==> config.mk <==
export PLATFORM = sky130hd
export DESIGN_NAME = countdown_timer
export DESIGN_NICKNAME = d
export VERILOG_FILES = /design/src/rtl/countdown_pkg.sv /design/src/rtl/countdown_prescaler.sv /design/src/rtl/countdown_timer.sv
export SDC_FILE = /design/constraint.sdc
export NUM_CORES = 1
export LEC_CHECK = 0
export CAP_MARGIN = 0
export CORE_MARGIN = 2
export CORE_UTILIZATION = 47
export CTS_CLUSTER_SIZE = 16
export DETAILED_ROUTE_END_ITERATION = 8
export PLACE_DENSITY_LB_ADDON = 0.3
export SLEW_MARGIN = 5
export SYNTH_ARGS = -nofsm -noshare
export SYNTH_HDL_FRONTEND = slang
export SYNTH_SLANG_ARGS = --single-unit
==> constraint.sdc <==
create_clock -name clk -period 2.74 [get_ports clk]
set_clock_uncertainty 0.05 [all_clocks]
set_input_delay 0.411 -clock clk [delete_from_list [all_inputs] [get_ports clk]]
set_output_delay 0.411 -clock clk [all_outputs]
set_load 0.05 [all_outputs]
==> src/rtl/countdown_pkg.sv <==
// Shared types for the countdown timer: state encoding and default width.
package countdown_pkg;

  localparam int DEFAULT_WIDTH = 32;

  typedef enum logic [1:0] {
    IDLE    = 2'd0,
    ARMED   = 2'd1,
    RUN     = 2'd2,
    EXPIRED = 2'd3
  } state_t;

endpackage

==> src/rtl/countdown_prescaler.sv <==
// Tick generator for the countdown timer. The phase counter advances while
// enabled and wraps when it matches the programmed divider, producing a
// tick every (prescale+1) enabled cycles. Used only when the timer is built
// with COUNTDOWN_PRESCALE_EN.
module countdown_prescaler #(
  parameter int PRESC_W = 8
) (
  input  logic               clk,
  input  logic               rst_n,
  input  logic               enable,
  input  logic               clear,
  input  logic [PRESC_W-1:0] prescale,
  output logic               tick
);

  logic [PRESC_W-1:0] phase;

  assign tick = enable && (phase == prescale);

  // Phase counter: clear has priority, otherwise count up and wrap on tick.
  always_ff @(posedge clk or negedge rst_n) begin
    if (!rst_n) begin
      phase <= '0;
    end else if (clear) begin
      phase <= '0;
    end else if (enable) begin
      phase <= tick ? '0 : phase + {{(PRESC_W-1){1'b0}}, 1'b1};
    end
  end

endmodule

==> src/rtl/countdown_timer.sv <==
// Loadable down-counter with pause/resume and a terminal-count handshake.
// A value is loaded in IDLE/ARMED, start begins counting, stop pauses back
// to ARMED, and reaching zero raises a one-cycle expire pulse plus a
// done_valid flag that is held until done_ready.
// Optional build macro COUNTDOWN_PRESCALE_EN adds a prescale port and a
// tick divider so that the count steps every (prescale+1) cycles.
module countdown_timer
  import countdown_pkg::*;
#(
  parameter int WIDTH = DEFAULT_WIDTH
`ifdef COUNTDOWN_PRESCALE_EN
  ,
  parameter int PRESC_W = 8
`endif
) (
  input  logic               clk,
  input  logic               rst_n,
  input  logic               load_valid,
  output logic               load_ready,
  input  logic [WIDTH-1:0]   load_value,
  input  logic               start,
  input  logic               stop,
  output logic [WIDTH-1:0]   count,
  output logic               running,
  output logic               expire,
  output logic               done_valid,
  input  logic               done_ready
`ifdef COUNTDOWN_PRESCALE_EN
  ,
  input  logic [PRESC_W-1:0] prescale
`endif
);

  localparam logic [WIDTH-1:0] ONE = {{(WIDTH-1){1'b0}}, 1'b1};

  state_t state;
  logic   tick;

  // load_ready and running are pure state decodes; everything else is registered.
  assign load_ready = (state == IDLE) || (state == ARMED);
  assign running    = (state == RUN);

`ifdef COUNTDOWN_PRESCALE_EN
  logic load_fire;
  logic run_entry;

  assign load_fire = load_valid && load_ready;
  assign run_entry = (state == ARMED) && start && !stop;

  // The divider restarts from zero on every load and on every (re)start,
  // so a resumed countdown always sees a full prescale period first.
  countdown_prescaler #(
    .PRESC_W (PRESC_W)
  ) u_prescaler (
    .clk      (clk),
    .rst_n    (rst_n),
    .enable   (running),
    .clear    (load_fire || run_entry),
    .prescale (prescale),
    .tick     (tick)
  );
`else
  assign tick = running;
`endif

  // Control FSM with registered count, expire pulse and done flag.
  always_ff @(posedge clk or negedge rst_n) begin
    if (!rst_n) begin
      state      <= IDLE;
      count      <= '0;
      expire     <= 1'b0;
      done_valid <= 1'b0;
    end else begin
      expire <= 1'b0;
      case (state)
        IDLE: begin
          if (load_valid) begin
            count <= load_value;
            state <= ARMED;
          end
        end
        ARMED: begin
          // A same-cycle load and start counts the newly loaded value.
          if (load_valid) begin
            count <= load_value;
          end
          if (start && !stop) begin
            state <= RUN;
          end
        end
        RUN: begin
          if (stop) begin
            state <= ARMED;
          end else if (tick) begin
            // Counts of 1 and 0 both terminate, so the counter never wraps.
            if (count > ONE) begin
              count <= count - ONE;
            end else begin
              count      <= '0;
              expire     <= 1'b1;
              done_valid <= 1'b1;
              state      <= EXPIRED;
            end
          end
        end
        EXPIRED: begin
          count <= '0;
          if (done_ready) begin
            done_valid <= 1'b0;
            state      <= IDLE;
          end
        end
        default: begin
          state <= IDLE;
        end
      endcase
    end
  end

endmodule

## Word-level counts from Yosys, hierarchy flattened

Index checks and enable logic that the tools add are counted.

| word-level totals | value |
|---|---|
| flip-flop bits (word level) | 36 |
| bits of input ports | 38 |
| output and inout port bits | 36 |
| word-level logic and storage cells | 42 |

| operators by class | value |
|---|---|
| add/sub/neg operators | 1 |
| $lt $le $gt $ge | 1 |
| eq/ne operators | 10 |
| muxes and demuxes | 17 |
| reductions and logical operators | 9 |

Operators with widths:

| kind | count |
|---|---|
| two-way mux 32 bit | 3 |
| case mux 32 bit (3 select lines) | 1 |
| > comparator 32 x 1 -> 1 bit, second input constant | 1 |
| subtractor 32 x 1 -> 32 bit, second input constant | 1 |
| two-way mux 2 bit | 5 |
| != test 2 bit, second input constant | 4 |
| case mux 2 bit (4 select lines) | 1 |
| AND reduction 4 bit | 2 |
| two-way mux 1 bit | 6 |
| == test 2 bit, second input constant | 2 |
| != test 2 x 1 -> 1 bit, second input constant | 2 |
| != test 3 bit, second input constant | 1 |
| == test 2 x 1 -> 1 bit, second input constant | 1 |
| zero test 2 bit | 1 |
| case mux 1 bit (2 select lines) | 1 |
| AND reduction 2 bit | 1 |
| nonzero test 2 bit | 1 |
| OR reduction 2 bit | 1 |
| logical AND 1 bit | 1 |
| zero test 1 bit | 1 |
| logical OR 1 bit | 1 |

## Depth between registers and ports, before layout

Gate-level depths: netlist of the first run.

| depth | value |
|---|---|
| depth after elaboration | 4 |
| mapped depth | 9 |
| gate-level depth less buffers | 7 |

## Worst setup path before layout of the first run

OpenSTA, ideal clock, no wires.

| path | value |
|---|---|
| path type | reg2reg |
| from | register count[0] |
| to | register count[22] |
| arrival | 2.222 ns |
| required time | 2.624 ns |
| slack | 0.403 ns |
| cell stages (with the launch flop) | 8 |
| buffers on the path | 0 |
| period minus slack after synthesis | 2.337 ns |
| cells stage by stage | dfrtp_1 -> inv_1 -> ha_1 -> nor3b_1 -> nand4_1 -> or4_1 -> a21oi_1 -> a211o_1 |

| on the way | value |
|---|---|
| longest elaborated chain between the ends | 4 |
| elaborated cells on any way between the ends | 5 |

Ends and longest elaborated chain:

| what | line | RTL |
|---|---|---|
| start: declaration | countdown_timer.sv:23 | `output logic [WIDTH-1:0] count,` |
| start signal: assignment | countdown_timer.sv:78 | `count <= load_value;` |
| start signal: assignment | countdown_timer.sv:85 | `count <= load_value;` |
| start signal: assignment | countdown_timer.sv:97 | `count <= count - ONE;` |
| subtractor 32 x 1 -> 32 bit / > comparator 32 x 1 -> 1 bit (equally long branches) | countdown_timer.sv:97, countdown_timer.sv:96 |  |
| two-way mux 32 bit * | countdown_timer.sv:96 | `if (count > ONE) begin` |
| two-way mux 32 bit * | countdown_timer.sv:92 | `if (stop) begin` |
| case mux 32 bit (3 select lines) * | countdown_timer.sv:75 | `case (state)` |

Mark *: on every way between the ends. The rest lies on a longest branch, timed or not. The select of a mux whose other input is x is not followed.
A chain may end at the register's enable or synchronous reset.

## Final worst setup path of the first run

Ends and elaborated chain as after synthesis.

==> results by group, run 1 <==
Cells and area
  • Fraction of layout instances using a drive strength above 1: 8.31%
  • Area delta synth->final: 43.0%
  • Fillers: 403
  • Fin nets: 388
  • Ant diodes: 0
  • Final cell count without fillers: 416

Clock tree
  • Root Driver: clkbuf_8
  • H-tree depth: 2
  • Skew-Pair Late Insertion Delay: 290 ps
  • # clock sinks: 36
  • Max clock buf depth: 2
  • Number of buffers added for setup after CTS: 0
  • CTS hold repair buffers: 0
  • TritonCTS Buffers: 5
  • Clk slew on worst S/H paths: 80 ps
  • CTS tree: done
  • Post-CTS Resized: 0

Die
  • Initial Util: 49.0%
  • Die area: 0.00554 mm2
  • Die H: 74.4 um
  • Top Ports: 74
  • Chip width: 74.4 um
  • # rows: 25
  • Core ar.: 0.00475 mm2

Worst setup path
  • Register-to-register path setup slack: 280 ps
  • Worst r2r dst: count[22]
  • Crit Path Class: reg2reg
  • CP arrival: 2640 ps
  • CP Launch Type: flip-flop
  • Crit path from: count[0]
  • Cells on worst reg2reg path: 7
  • Slowest stage delay, CP: 600 ps
  • Critical-path top delay cell: or4_1
  • CP required: 2930 ps
  • Worst setup EP type: flip-flop
  • Worst-path cell chain: inv_1 > ha_1 > nor3b_1 > nand4_1 > or4_1 > a21oi_1 > a211o_1
  • R2r startpoint: count[0]
  • Critical Path Fanout Max: 9
  • Critical Path Sink: count[22]

Synthesis
  • Sequential share of the synthesized area: 38.6%
  • EDFF count, synth: 0
  • Netlist cell types: 50
  • FF+latch count, synth: 36
  • Post-Syn Area: 0.00233 mm2
  • Async S/R FF share, synth: 100%
  • Post-Synthesis Cells: 266
  • Synth warn: 0
  • Syn_nets: 306
  • Top FF cell, synth: dfrtp_1
  • Syn avg cell area: 8.76 um2

Power and ir drop
  • Pwr Density: 1200 mW/mm2
  • Sw Share: 51.7%
  • Seq pwr share: 27.3%
  • Psw: 0.00207 W
  • Clock network fraction of total power: 11.8%
  • P_int: 0.00193 W
  • IR drop worst, VDD: 0.720 mV
  • Comb pwr share: 60.8%
  • P_leak: 1.35 nW

Route
  • Post-Route WL: 7290 um
  • DRT iter0 DRCs: 241
  • Vias: 2587
  • ANT nets after route: 0
  • Routed vias/inst: 6.22
  • DR DRC count: 0
  • Post-DR wirelength/cell: 17.5 um
  • Pre-antenna DRT Iters: 5

Timing
  • Hold Vio Cnt, Final: 0
  • Tmin final: 2460 ps
  • Final setup fails: 0
  • Max Clk Rate: 0.407 GHz
  • Fin crit share: 89.7%
  • Slew Limit Headroom: 58.4%
  • Setup TNS: 0 ps
  • Worst Max-Slew Pin Slew: 622 ps
  • Max-slew violation count: 0
  • RSZ-0062 raised after global routing: false
  • Final worst slack: 282 ps

Global routing
  • Initial antenna violation count: 0
  • Global-route wire length before repair: 11800 um
  • Tot GR Track Use: 27.9%
  • Largest net degree at the start of global routing: 37
  • Overflow after GRT: 0
  • Number of global-route vias before repair: 2314

Outcome
  • Status: completed

Run
  • Max Cap Viol: 0

Worst hold path
  • HP Class: in2async

Place
  • Detail Placement HPWL: 5050 um
  • Pre-CTS setup slack: 347 ps
  • Port bufs: 73
  • Gpl congestion: 0.864
  • Placed Cells incl. Taps: 408
==> final cells by class <==
class                           count  area (um2)  share of cell area (%)
Multi-Input combinational cell    201        1290                    38.8
Sequential cell                    36         901                    27.0
Timing Repair Buffer               90         896                    26.9
Tap cell                           67        83.8                    2.52
Clock buffer                        6        72.6                    2.18
Inverter                           14        52.6                    1.58
Clock inverter                      2        35.0                    1.05
==> stage by stage <==
stage / area, um2 / hold WS, ps / total power (W) / utilization (%)
finish: 3330 / 492 / 0.00400 / 70.1
global route: 3330 / 544 / 0.00423 / 70.1
CTS: 3330 / 505 / 0.00399 / 70.1
detailed placement: 3230 / 487 / 0.00351 / 67.8
global placement: 3230 / 469 / 0.00347 / 67.8
floorplan: 2330 / 65.4 / 0.00264 / -
==> flip-flops by register name, summed over array words and instances (netlist names) <==
| register | count |
|---|---|
| done_valid | 1 |
| state | 2 |
| expire | 1 |
| count | 32 |
==> layer usage <==
metal / up-vias / part of all wire, % / global-route usage, %
met5: - / 0 / 0
met1: 1242 / 42 / 38.5
met2: 117 / 49 / 45.0
met3: 14 / 8.2 / 5.28
met4: 0 / 1.3 / 7.54
li1: 1214 / - / -
==> synth_stat cells, types with 5 or more instances <==
cell | number | area, um2
nor4_1 | 10 | 62.6
a22o_1 | 5 | 43.8
nor2_1 | 19 | 71.3
nor3_1 | 20 | 100
nand3_1 | 8 | 40.0
o21ai_0 | 15 | 75.1
nand2_1 | 10 | 37.5
inv_1 | 13 | 48.8
clkbuf_1 | 9 | 33.8
o21ai_1 | 8 | 40.0
dfrtp_1 | 36 | 901
and3_1 | 9 | 56.3
a22oi_1 | 5 | 37.5
a21oi_1 | 16 | 80.1
a221o_1 | 11 | 110
or4_1 | 6 | 45.0
==> cells by family (layout without fill, tap and decap cells) <==
| logic type | after synthesis | after routing | synth area share (%) |
|---|---|---|---|
| multiplexers | 2 | 2 | 0.859 |
| flip-flops | 36 | 36 | 38.6 |
| buffers and inverters | 29 | 112 | 5.90 |
| AO/OA/AOI/OAI | 92 | 92 | 28.1 |
| adder cells (fa/ha/maj) | 2 | 2 | 1.07 |
| AND/OR/NAND/NOR | 105 | 105 | 25.4 |
==> worst max-delay path, delay by kind of cell (launching register included) <==
kind / cells / cell delay [ps]
and+or+nand+nor: 3 / 1320
DFF: 1 / 440
AOI/OAI and AO/OA: 2 / 270
adders and majority gates: 1 / 210
buffers and inverters: 1 / 120
==> power by group through the flow <==
stage / combinational (W) / sequential, W / clock [W]
floorplan: 0.000875 / 0.00177 / 0
global placement: 0.00239 / 0.00108 / 0
detailed placement: 0.00241 / 0.00110 / 0
CTS: 0.00243 / 0.00109 / 0.000475
global route: 0.00259 / 0.00114 / 0.000498
finish: 0.00243 / 0.00109 / 0.000474
==> placed cells by master (no fill, tap or decap), types with 2 or more instances in the layout <==
cell	instances
a221o_1	11
nand2_1	10
o22ai_1	3
nor4_1	10
clkbuf_8	5
buf_4	14
o21ai_0	15
nand3b_1	2
dfrtp_1	36
o21ai_1	8
clkdlybuf4s50_1	73
a41oi_1	2
a21oi_1	16
or3_1	4
a31o_2	2
nand2b_1	4
a31oi_1	2
or4_1	6
buf_12	3
nand4b_1	2
o311ai_0	2
and3_1	9
a32o_1	3
ha_1	2
a211o_1	4
o32a_1	2
a22o_1	5
o32ai_1	3
inv_1	13
nor3_1	20
nand4_1	4
a21o_1	2
a22oi_1	5
mux2i_1	2
nor2_1	19
o211ai_1	2
nand3_1	8
==> worst min path at each step <==
stage / start / endpoint / slack, ps / depth (start not counted)
floorplan: rst_n / count[0] / 70 / 0
global placement: done_valid / done_valid / 470 / 2
detailed placement: done_valid / done_valid / 490 / 2
CTS: rst_n / state[1] / 500 / 2
global route: count[29] / count[29] / 540 / 2
finish: rst_n / state[1] / 490 / 2
Note: power is estimated with default switching activity, not from simulation.
==> run 2: changes to the inputs <==
CAP_MARGIN = 30   (was 0)
HOLD_SLACK_MARGIN = 0.15   (was not set)
==> results of run 2 <==
Same layout as run 1: the final DEF is identical, and so are final timing and power.
==> run 3: changes to the inputs <==
CORE_MARGIN = not set   (was 2)
TNS_END_PERCENT = 20   (was not set)
==> run 3 against run 2 <==
  * Core utilization fell by 0.45 points
  * Combinational power about the same
  * Final area fell by 0.64%
  * Critical path depth is the same
  * Sequential cell count unchanged
  * Setup slack gained 61 ps
  * Routed wire length is 0.95% lower
  * Largest power group unchanged
  * Highest routed layer unchanged
==> results by group, run 3 (synthesized netlist as in run 1, its figures left out) <==
Worst setup path
  • R2r startpoint: count[0]
  • Cells on worst reg2reg path: 7
  • Worst setup EP type: flip-flop
  • Critical-path top delay cell: or4_1
  • Crit path from: count[0]
  • Slowest stage delay, CP: 590 ps
  • Register-to-register path setup slack: 340 ps
  • Worst r2r dst: count[22]
  • Crit Path Class: reg2reg
  • Worst path bufs/invs: 1
  • Top delay family on crit path: simple AND/OR/NAND/NOR gates
  • CP required: 2920 ps
  • Worst-path cell chain: inv_1 > ha_1 > nor3b_1 > nand4_1 > or4_1 > a21oi_1 > a211o_1
  • Critical Path Fanout Max: 9
  • CP Launch Type: flip-flop
  • Worst path depth: 7
  • Critical Path Sink: count[22]
  • CP arrival: 2580 ps

Global routing
  • Tot GR Track Use: 28.7%
  • Initial antenna violation count: 0
  • Overflow after GRT: 0
  • Largest net degree at the start of global routing: 37
  • Number of global-route vias before repair: 2403
  • Global-route wire length before repair: 11700 um

Clock tree
  • Clk slew on worst S/H paths: 70 ps
  • CTS hold repair buffers: 0
  • Number of buffers added for setup after CTS: 0
  • CTS tree: done
  • TritonCTS Buffers: 5
  • Post-CTS Resized: 0
  • H-tree depth: 2
  • Max clock buf depth: 2
  • # clock sinks: 36
  • Root Driver: clkbuf_8
  • Skew-Pair Late Insertion Delay: 290 ps

Outcome
  • Status: completed

Timing
  • RSZ-0062 raised after global routing: false
  • Fin crit share: 87.5%
  • Max Clk Rate: 0.417 GHz
  • Hold_ws: 487 ps
  • Hold Vio Cnt, Final: 0
  • Max-slew violation count: 0
  • Setup TNS: 0 ps
  • Final setup fails: 0
  • Slew Limit Headroom: 62.3%
  • Worst Max-Slew Pin Slew: 560 ps
  • Tmin final: 2400 ps

Cells and area
  • Multi-input logic area: 0.00129 mm2
  • Area delta synth->final: 42.1%
  • Top Registers: count x32, state x2
  • Fraction of layout instances using a drive strength above 1: 8.86%
  • Fillers: 404
  • FF+latch area: 901 um2
  • Reg with most FFs: count
  • Max reg flops: 32
  • Fin nets: 392
  • Ant diodes: 0
  • Most frequent cells in the layout: clkdlybuf4s50_1 (73), dfrtp_1 (36), nor3_1 (20)
  • Commonest non-fill, non-tap cell in the layout: clkdlybuf4s50_1

Place
  • Gpl congestion: 0.908
  • Detail Placement HPWL: 5110 um
  • Port bufs: 73

Power and ir drop
  • P_leak: 1.35 nW
  • Pwr Density: 1180 mW/mm2
  • IR drop worst, VDD: 0.668 mV

Worst hold path
  • HP Class: in2async

Route
  • Routed vias/inst: 6.19
  • DRT iter0 DRCs: 206
  • Post-DR wirelength/cell: 17.3 um
  • Vias: 2582
  • ANT nets after route: 0
  • Pre-antenna DRT Iters: 5
  • Post-Route WL: 7220 um
  • DR DRC count: 0

Run
  • Max Cap Viol: 0

Die
  • Top Ports: 74
  • # rows: 25
  • Chip width: 72.4 um
  • Die H: 72.4 um
  • Die area: 0.00525 mm2
  • Core ar.: 0.00475 mm2
  • Initial Util: 49.0%
==> run 3: cell count changes in the layout (fill, tap and decap cells not counted), sizes merged <==
cell    previous run  this run
clkbuf             6         5
bufinv             1         0
clkinv             1         0
buf               17        21
==> run 3: cell type report <==
class	count	area share (%)
inverters	14	1.59
repair buffers	94	27.6
flip-flops and latches	36	27.2
clock buffers	5	2.08
multi-input cells	201	39.0
well taps	67	2.53
==> run 3: metal layers <==
layer	GRT usage, %	vias up	routed length [um]
li1	-	1210	-
met1	37.9	1216	3080
met2	47.4	140	3430
met3	4.72	16	563
met4	10.7	0	149
met5	0	-	0
==> run 3: how the worst min path moves through the flow <==
stage,start,to,slack (ps),cells after the start
after CTS,rst_n,done_valid,510,2
after floorplan,rst_n,count[0],70,0
final,rst_n,count[16],490,2
after global placement,done_valid,done_valid,480,2
after detailed placement,count[29],count[29],500,2
after global routing,count[29],count[29],550,2
==> run 3: stage by stage <==
step	instance area [um2]	util, %	total power, W	cells	worst slack [ps]
after floorplan	2330	-	0.00264	266	403
after global placement	3240	68.2	0.00348	412	407
after detailed placement	3240	68.2	0.00353	412	388
after CTS	3310	69.7	0.00389	417	359
after global routing	3310	69.7	0.00410	417	88.0
final	3310	69.7	0.00390	417	343
==> run 3: power by group <==
part / total, W / internal (W) / switching (W) / leakage (nW)
logic: 0.00244 / 0.000927 / 0.00151 / 0.864
registers: 0.00111 / 0.000752 / 0.000353 / 0.448
clock network: 0.000352 / 0.000164 / 0.000188 / 0.0359
total: 0.00390 / 0.00184 / 0.00206 / 1.35
==> run 3: worst register-to-register path, cell delays in order (launching register included) <==
cell and delay, ps:
dfrtp_1 420, inv_1 110, ha_1 210, nor3b_1 330
nand4_1 400, or4_1 590, a21oi_1 130, a211o_1 110
